[config.mk]
export PLATFORM = sky130hd
export DESIGN_NAME = sprite_rle_loader
export DESIGN_NICKNAME = d
export VERILOG_FILES = /design/src/rtl/sprite_rle_loader.sv
export SDC_FILE = /design/constraint.sdc
export NUM_CORES = 1
export LEC_CHECK = 0
export BUFFER_PORTS_ARGS = -buffer_cell sky130_fd_sc_hd__buf_2
export CORE_AREA = 4 4 65 67
export DETAILED_ROUTE_END_ITERATION = 6
export DIE_AREA = 0 0 69 71
export PLACE_DENSITY = 0.78
export SETUP_SLACK_MARGIN = 0.4
export SLEW_MARGIN = 30
export SYNTH_ARGS = -nofsm -noshare
export SYNTH_HDL_FRONTEND = slang
export SYNTH_SLANG_ARGS = --single-unit
[constraint.sdc]
create_clock -name Clk -period 1.97 [get_ports Clk]
set_input_delay 0 -clock Clk [delete_from_list [all_inputs] [get_ports Clk]]
set_output_delay 0 -clock Clk [all_outputs]
set_load 0.02 [all_outputs]
[src/rtl/sprite_rle_loader.sv]
// Run-length-encoded sprite loader: expands 8-bit tokens (run, palette index) into
// sequential pixel writes into one of NUM_FRAMES frame banks.
module sprite_rle_loader #(
  parameter int unsigned FRAME_PIXELS = 18200,
  parameter int unsigned NUM_FRAMES   = 8,
  parameter int unsigned ADDR_W       = 19
) (
  input  logic                          Clk,
  input  logic                          Reset,
  input  logic                          start,
  input  logic [$clog2(NUM_FRAMES)-1:0] frame_sel,
  input  logic                          in_valid,
  input  logic [7:0]                    in_data,
  output logic                          in_ready,
  output logic                          wr_en,
  output logic [NUM_FRAMES-1:0]         wr_bank,
  output logic [ADDR_W-1:0]             wr_addr,
  output logic [3:0]                    wr_data,
  output logic                          busy,
  output logic                          done,
  output logic                          overrun
);

  localparam int unsigned BankW = $clog2(NUM_FRAMES);
  localparam logic [ADDR_W-1:0] LastAddr = ADDR_W'(FRAME_PIXELS - 1);

  typedef enum logic [1:0] {StIdle, StAccept, StExpand, StDone} state_e;

  state_e             state_q, state_d;
  logic [ADDR_W-1:0]  addr_q, addr_d;
  logic [3:0]         remaining_q, remaining_d;
  logic [3:0]         color_q, color_d;
  logic [BankW-1:0]   bank_q, bank_d;
  logic               overrun_q, overrun_d;

  always_ff @(posedge Clk) begin
    if (Reset) begin
      state_q     <= StIdle;
      addr_q      <= '0;
      remaining_q <= '0;
      color_q     <= '0;
      bank_q      <= '0;
      overrun_q   <= 1'b0;
    end else begin
      state_q     <= state_d;
      addr_q      <= addr_d;
      remaining_q <= remaining_d;
      color_q     <= color_d;
      bank_q      <= bank_d;
      overrun_q   <= overrun_d;
    end
  end

  always_comb begin
    state_d     = state_q;
    addr_d      = addr_q;
    remaining_d = remaining_q;
    color_d     = color_q;
    bank_d      = bank_q;
    overrun_d   = overrun_q;
    unique case (state_q)
      StIdle: begin
        if (start) begin
          bank_d    = frame_sel;
          addr_d    = '0;
          overrun_d = 1'b0;
          state_d   = StAccept;
        end
      end
      StAccept: begin
        if (in_valid) begin
          color_d     = in_data[3:0];
          remaining_d = in_data[7:4];
          state_d     = StExpand;
        end
      end
      StExpand: begin
        // The last pixel ends the frame; any leftover run is dropped and flagged.
        if (addr_q == LastAddr) begin
          if (remaining_q != 4'd0) begin
            overrun_d = 1'b1;
          end
          state_d = StDone;
        end else if (remaining_q == 4'd0) begin
          addr_d  = addr_q + 1'b1;
          state_d = StAccept;
        end else begin
          addr_d      = addr_q + 1'b1;
          remaining_d = remaining_q - 4'd1;
        end
      end
      StDone: begin
        state_d = StIdle;
      end
      default: begin
        state_d = StIdle;
      end
    endcase
  end

  // All outputs are decoded purely from registered state.
  always_comb begin
    in_ready = (state_q == StAccept);
    wr_en    = (state_q == StExpand);
    busy     = (state_q != StIdle);
    done     = (state_q == StDone);
    overrun  = overrun_q;
    wr_addr  = '0;
    wr_data  = '0;
    wr_bank  = '0;
    if (state_q == StExpand) begin
      wr_addr = addr_q;
      wr_data = color_q;
      wr_bank = NUM_FRAMES'(1) << bank_q;
    end
  end

endmodule

==> results of run 1 <==
[what timing repair did]
item / CTS / global route
hold endpoints to repair: 8 / 0
resized for setup: 11 / 17
pin swaps: 4 / 11
buffers inserted: 6 / 2
hold buffers: 8 / 0
endpoints found under the setup margin: 22 / 37
[registers in the layout, summed over array words and instances, names as in the netlist]
name and cells:
addr_q 19, bank_q 3, color_q 4, overrun 1
remaining_q 4, state_q 2
[placed cells by master, fill, tap and decap left out, types with 2 or more instances in the layout]
master          n
nand3_1        12
dlygate4sd3_1   8
buf_4          14
nand2_1        12
dfxtp_1        21
nor3_1          7
and2_2          2
nor4b_4         3
nor4_4          2
and2_1         20
nand4_1         3
o21ai_2         2
mux2i_1         8
xor2_1         10
nand2b_1        4
nor2_2          2
nand4_4         2
clkbuf_8        6
inv_1           6
a211oi_1        3
o211ai_1        2
ha_1            2
dfxtp_4         2
xnor2_1         4
or2_2           3
dfxtp_2        10
nand3b_1        2
or3_1           2
o21ai_0         6
buf_6           2
o21ai_1         2
buf_2          50
a21oi_1         6
nor2_1         43
[worst paths after layout]
path                      to  slack (ns)  cells after the start
setup / recovery  addr_q[13]        0.28                      6
hold / removal    state_q[0]        0.04                      3
setup reg to reg  addr_q[13]        0.28                      6
hold reg to reg   color_q[2]        0.50                      2
[metrics by stage]
stage               setup slack, ns  cells  hold WS, ns
floorplan                     0.399    227        0.144
global placement              0.243    325        0.230
detailed placement            0.170    325        0.238
CTS                           0.243    347       0.0540
global route                  0.215    349       0.0674
finish                        0.278    349       0.0443
[routing by layer]
metal / vias to the layer above / part of all wire / track usage
met4: 0 / 0.0098 / 0.0521
li1: 922 / - / -
met2: 46 / 0.50 / 0.336
met3: 6 / 0.050 / 0.0526
met5: - / 0 / 0
met1: 850 / 0.44 / 0.248
[report_power, final]
part           internal (W)  switching, W  total [W]  leakage (nW)
logic             0.0000874     0.0000964   0.000184         0.809
clock network      0.000412      0.000247   0.000660        0.0585
registers          0.000682     0.0000193   0.000701         0.274
total               0.00118      0.000363    0.00154          1.14
[cells in the mapped netlist (2+ instances only)]
cell type	n
nor2_1	45
dfxtp_1	33
and2_1	21
nand2_1	12
nand3_1	12
xor2_1	10
mux2i_1	8
nor3_1	8
a21oi_1	7
inv_1	7
o21ai_0	7
nand2b_1	5
buf_2	4
clkbuf_1	4
xnor2_1	4
a211oi_1	3
ha_1	3
nand4_1	3
nor4_1	3
nor4b_2	3
or2_2	3
nand3b_1	2
nor3b_1	2
o211ai_1	2
o21ai_1	2
or3_1	2
[cell families (layout without fill, tap and decap cells)]
logic type,Yosys count,in the layout,share of synthesized area
buf+inv,16,90,0.0357
compound gates,27,27,0.0989
simple gates,126,126,0.371
fa+ha+maj,3,3,0.0206
flops,33,33,0.363
mux,8,8,0.0440
xor+xnor,14,14,0.0673
[worst reg2reg max path: stages (launching register included)]
cell      delay [ns]
dfxtp_4         0.36
nor4b_4         0.36
nand4_4         0.18
buf_4           0.21
o211ai_1        0.25
xor2_1          0.17
nor2_1          0.05
[final cells by class]
type | instances | area, um2 | area share
Clock inverter | 1 | 30.0 | 0.0116
Sequential cell | 33 | 681 | 0.264
Timing Repair Buffer | 75 | 478 | 0.185
Multi-Input combinational cell | 178 | 1220 | 0.473
Inverter | 7 | 26.3 | 0.0102
Tap cell | 48 | 60.1 | 0.0233
Clock buffer | 7 | 86.3 | 0.0334
==> results by group, run 1 <==
Timing
  – Slew Limit Fails: 0
  – Final setup vio count: 0
  – Fin crit share: 0.859
  – Achievable frequency: 591 MHz
  – Final Skew: 0.00430 ns
  – Setup TNS: 0 ns
  – Post-route minimum period: 1.69 ns
  – Slew margin rel.: 0.758
  – RSZ-0062 raised after global routing: yes
  – Tightest Pin Transition: 0.362 ns
  – Final hold violations: 0

Die
  – Initial Util: 0.501
  – Die Ht: 71 um
  – Die ar.: 4900 um2
  – Core ar.: 3630 um2
  – Row count: 22
  – Number of I/O pins: 51
  – Die X: 69 um

Synth
  – Synth Flop Type: dfxtp_1
  – Ranking of synthesized cells by area: dfxtp_1 36%, nor2_1 9.3%, and2_1 7.2%
  – Post-synth EDFFs: 0
  – Share of the synthesized area in the top cell type: 0.363
  – Syn nets: 245
  – Seq/Total Area, Yosys: 0.363
  – Post-Syn Instances: 227
  – Syn Area/Cell: 8.03 um2
  – Synth area leader: dfxtp_1
  – Mapped Area: 1820 um2
  – FF+latch count, synth: 33
  – Syn. warnings: 0
  – Unique masters post-synth: 38
  – Async set-reset flop share out of synthesis: 0

Setup path
  – CP max stage delay: 0.36 ns
  – CP Data Required Time: 2.14 ns
  – Crit path DAT: 1.86 ns
  – Slowest-stage cell, CP: dfxtp_4
  – RR Startpoint: addr_q[6]
  – Crit path max fanout: 8
  – CP top delay family: simple AND/OR/NAND/NOR gates
  – Startpoint types: flop
  – CP Class: reg2reg
  – Critical Path Source: addr_q[6]
  – WP buf/inv: 1
  – CP cell instances: nor4b_4 -> nand4_4 -> buf_4 -> o211ai_1 -> xor2_1 -> nor2_1
  – Worst Setup End Kind: flop

GRT
  – Vias in the first global route: 1733
  – Overflow after GRT: 0
  – Initial antenna violation count: 0
  – Largest net degree at the start of global routing: 19
  – All-Layer GR Usage: 0.197
  – First-pass GRT wire length: 8000 um

Final layout
  – # fillers: 298
  – Fin nets: 318
  – Share of layout cells above drive strength 1: 0.372
  – Antenna cells: 0
  – Post-layout instance area: 2580 um2
  – Final core occ: 0.711
  – Syn-to-layout area delta: 41.8%

CTS
  – Clk buf depth: 2
  – Total clock sinks: 33
  – Worst-skew pair later-pin latency: 0.29 ns
  – CTS Root Cell: clkbuf_8
  – CTS tree: done
  – Clock Pin Slew Worst Setup and Hold Paths: 0.07 ns
  – Num CTS Buffers: 5
  – H-tree depth: 2

Power and ir drop
  – Total Power: 0.00154 W
  – PwrDens: 598 nW/um2
  – Lkg Pwr: 1.14 nW
  – Max IR drop VDD: 417 uV

Flow run
  – Max cap viols: 0

Route
  – Antenna-violating nets left: 0
  – Iteration-0 DRC Markers: 180
  – Vias post-DR: 1824
  – WL/cell: 14.0 um
  – Vias per Instance: 5.23
  – WL final: 4880 um
  – TritonRoute pass-1 iters: 4
  – Drt drc: 0

Place
  – IO buf count: 50
  – Gpl congestion: 0.854
  – DP HPWL: 3200 um
  – Placed Area: 2220 um2

Hold path
  – Min-delay worst type: in2reg
  – HP Start: start

Status
  – Status: complete, no violations
Power figures use the tool's default switching activity.
==> run 2, diff against run 1 <==
--- a/config.mk
+++ b/config.mk
@@ -5,11 +5,12 @@
 export SDC_FILE = /design/constraint.sdc
 export NUM_CORES = 1
 export LEC_CHECK = 0
+export ABC_CLOCK_PERIOD_IN_PS = 2100
 export BUFFER_PORTS_ARGS = -buffer_cell sky130_fd_sc_hd__buf_2
-export CORE_AREA = 4 4 65 67
+export CORE_AREA = 4 4 63 65
 export DETAILED_ROUTE_END_ITERATION = 6
-export DIE_AREA = 0 0 69 71
-export PLACE_DENSITY = 0.78
+export DIE_AREA = 0 0 67 69
+export PLACE_DENSITY = 0.82
 export SETUP_SLACK_MARGIN = 0.4
 export SLEW_MARGIN = 30
 export SYNTH_ARGS = -nofsm -noshare
==> constraint.sdc (replaced) <==
create_clock -name Clk -period 2.1 [get_ports Clk]
set_input_delay 0 -clock Clk [delete_from_list [all_inputs] [get_ports Clk]]
set_output_delay 0 -clock Clk [all_outputs]
set_load 0.02 [all_outputs]
==> results by group, run 2 (synthesized netlist as in run 1, its figures left out) <==
Status
  – Status: complete, no violations

Power and ir drop
  – Sw power: 0.000316 W
  – Lkg Pwr: 1.02 nW
  – Sw frac: 0.271
  – Max IR drop VDD: 324 uV
  – Cell internal pwr: 0.000850 W
  – PwrDens: 480 nW/um2
  – Clock power share: 0.296
  – Combinational fraction of design power: 0.141
  – Flop pwr share: 0.564

CTS
  – CTS Root Cell: clkbuf_4
  – Clk buf depth: 2
  – CTS tree: done
  – Num CTS Buffers: 5
  – Worst-skew pair later-pin latency: 0.34 ns
  – Total clock sinks: 33
  – Clock Pin Slew Worst Setup and Hold Paths: 0.10 ns
  – H-tree depth: 2

Die
  – Die Ht: 69 um
  – Number of I/O pins: 51
  – Core ar.: 3340 um2
  – Die X: 67 um
  – Die ar.: 4620 um2
  – Row count: 21
  – Initial Util: 0.546

Final layout
  – Most common cell after layout, fill and taps aside: buf_2
  – Most flops, register: addr_q
  – Largest registers: addr_q x19, color_q x4, remaining_q x4
  – Largest register FFs: 19
  – # fillers: 257
  – Antenna cells: 0
  – Syn-to-layout area delta: 33.4%
  – Fin nets: 310
  – Commonest cells after routing, fill and taps aside: 49 x buf_2, 43 x nor2_1, 21 x and2_1, 21 x dfxtp_1, 12 x nand3_1
  – Share of layout cells above drive strength 1: 0.348

Setup path
  – Startpoint types: flop
  – Slowest-stage cell, CP: dfxtp_4
  – Critical Path Source: addr_q[5]
  – FF-to-FF path depth: 5
  – Crit path max fanout: 7
  – CP top delay family: simple AND/OR/NAND/NOR gates
  – RR Startpoint: addr_q[5]
  – CP Data Required Time: 2.33 ns
  – Reg-to-Reg End: remaining_q[2]
  – Worst Setup End Kind: flop
  – FF-to-FF setup slack: 0.45 ns
  – CP cell instances: nor4b_4 -> nand4_4 -> o31ai_4 -> mux2i_1 -> o21ai_1
  – CP max stage delay: 0.37 ns
  – Crit path DAT: 1.88 ns
  – WP buf/inv: 0
  – CP Class: reg2reg

Route
  – Vias per Instance: 5.31
  – Vias post-DR: 1799
  – Antenna-violating nets left: 0
  – Iteration-0 DRC Markers: 100
  – WL/cell: 13.6 um
  – TritonRoute pass-1 iters: 4
  – WL final: 4600 um
  – Drt drc: 0

Place
  – Post-Place Setup Slack: 0.247 ns
  – DP HPWL: 3200 um
  – Gpl congestion: 0.864
  – IO buf count: 50

Timing
  – Post-route minimum period: 1.65 ns
  – Achievable frequency: 606 MHz
  – Final hold violations: 0
  – Final setup margin: 0.450 ns
  – Slew Limit Fails: 0
  – Setup TNS: 0 ns
  – Tightest Pin Transition: 0.377 ns
  – Fin crit share: 0.786
  – RSZ-0062 raised after global routing: yes
  – Slew margin rel.: 0.748
  – Final setup vio count: 0
  – Final Skew: 0.00371 ns

Hold path
  – Hold path cells: 3
  – HP Start: start
  – Hold EP: state_q[0]
  – Min-delay worst type: in2reg

GRT
  – All-Layer GR Usage: 0.206
  – Overflow after GRT: 0
  – Initial antenna violation count: 0
  – Largest net degree at the start of global routing: 29
  – First-pass GRT wire length: 7600 um
  – Vias in the first global route: 1674

Flow run
  – Max cap viols: 0
run 2: timing repair:
item                                   in CTS  in global routing
setup buffers                               3                  2
setup endpoints to repair                  40                 22
endpoints found under the hold margin       8                  0
cloned                                      0                  0
hold buffers                                8                  0
pin swaps                                   4                 11
gates resized for setup                    19                 21
run 2: area by class of cell:
| class | count | area (um2) | share of cell area |
|---|---|---|---|
| Clock buffer | 8 | 48.8 | 0.0201 |
| Inverter | 7 | 26.3 | 0.0108 |
| Multi-Input combinational cell | 178 | 1200 | 0.495 |
| Sequential cell | 33 | 678 | 0.279 |
| Tap cell | 46 | 57.6 | 0.0237 |
| Timing Repair Buffer | 67 | 417 | 0.171 |
run 2: stage by stage:
step                      instances  hold slack (ns)  area [um2]  power [W]  utilization
after floorplan                 227            0.144        1820   0.000763            -
after global placement          318            0.233        2120   0.000803        0.636
after detailed placement        318            0.243        2120   0.000808        0.636
after CTS                       337         0.000784        2370    0.00117        0.709
after global routing            339           0.0118        2430    0.00123        0.728
final                           339         0.000205        2430    0.00117        0.728
run 2: how the worst max path moves through the flow:
stage | slack, ns | depth (start not counted) | end
detailed placement | 0.25 | 5 | remaining_q[2]
global route | 0.35 | 6 | addr_q[8]
CTS | 0.38 | 5 | addr_q[16]
floorplan | 0.45 | 6 | addr_q[14]
global placement | 0.29 | 5 | remaining_q[2]
finish | 0.45 | 5 | remaining_q[2]
run 2: metal layers:
layer | vias to the layer above | routed length [um] | GRT usage
met2 | 66 | 2180 | 0.307
met5 | - | 0 | 0
met4 | 0 | 102 | 0.0833
met3 | 12 | 383 | 0.0552
met1 | 814 | 1930 | 0.279
li1 | 907 | - | -
run 2: tightest hold or removal path: cells and delay by family:
kind	cells	cell delay [ns]
AOI/OAI and AO/OA	2	0.19
buffers and inverters	1	0.11
run 2: power groups by stage:
stage | sequential, W | combinational, W | clock (W)
final | 0.000657 | 0.000164 | 0.000345
after detailed placement | 0.000670 | 0.000138 | 0
after global placement | 0.000669 | 0.000135 | 0
after global routing | 0.000660 | 0.000181 | 0.000384
after CTS | 0.000657 | 0.000162 | 0.000349
after floorplan | 0.000666 | 0.0000969 | 0
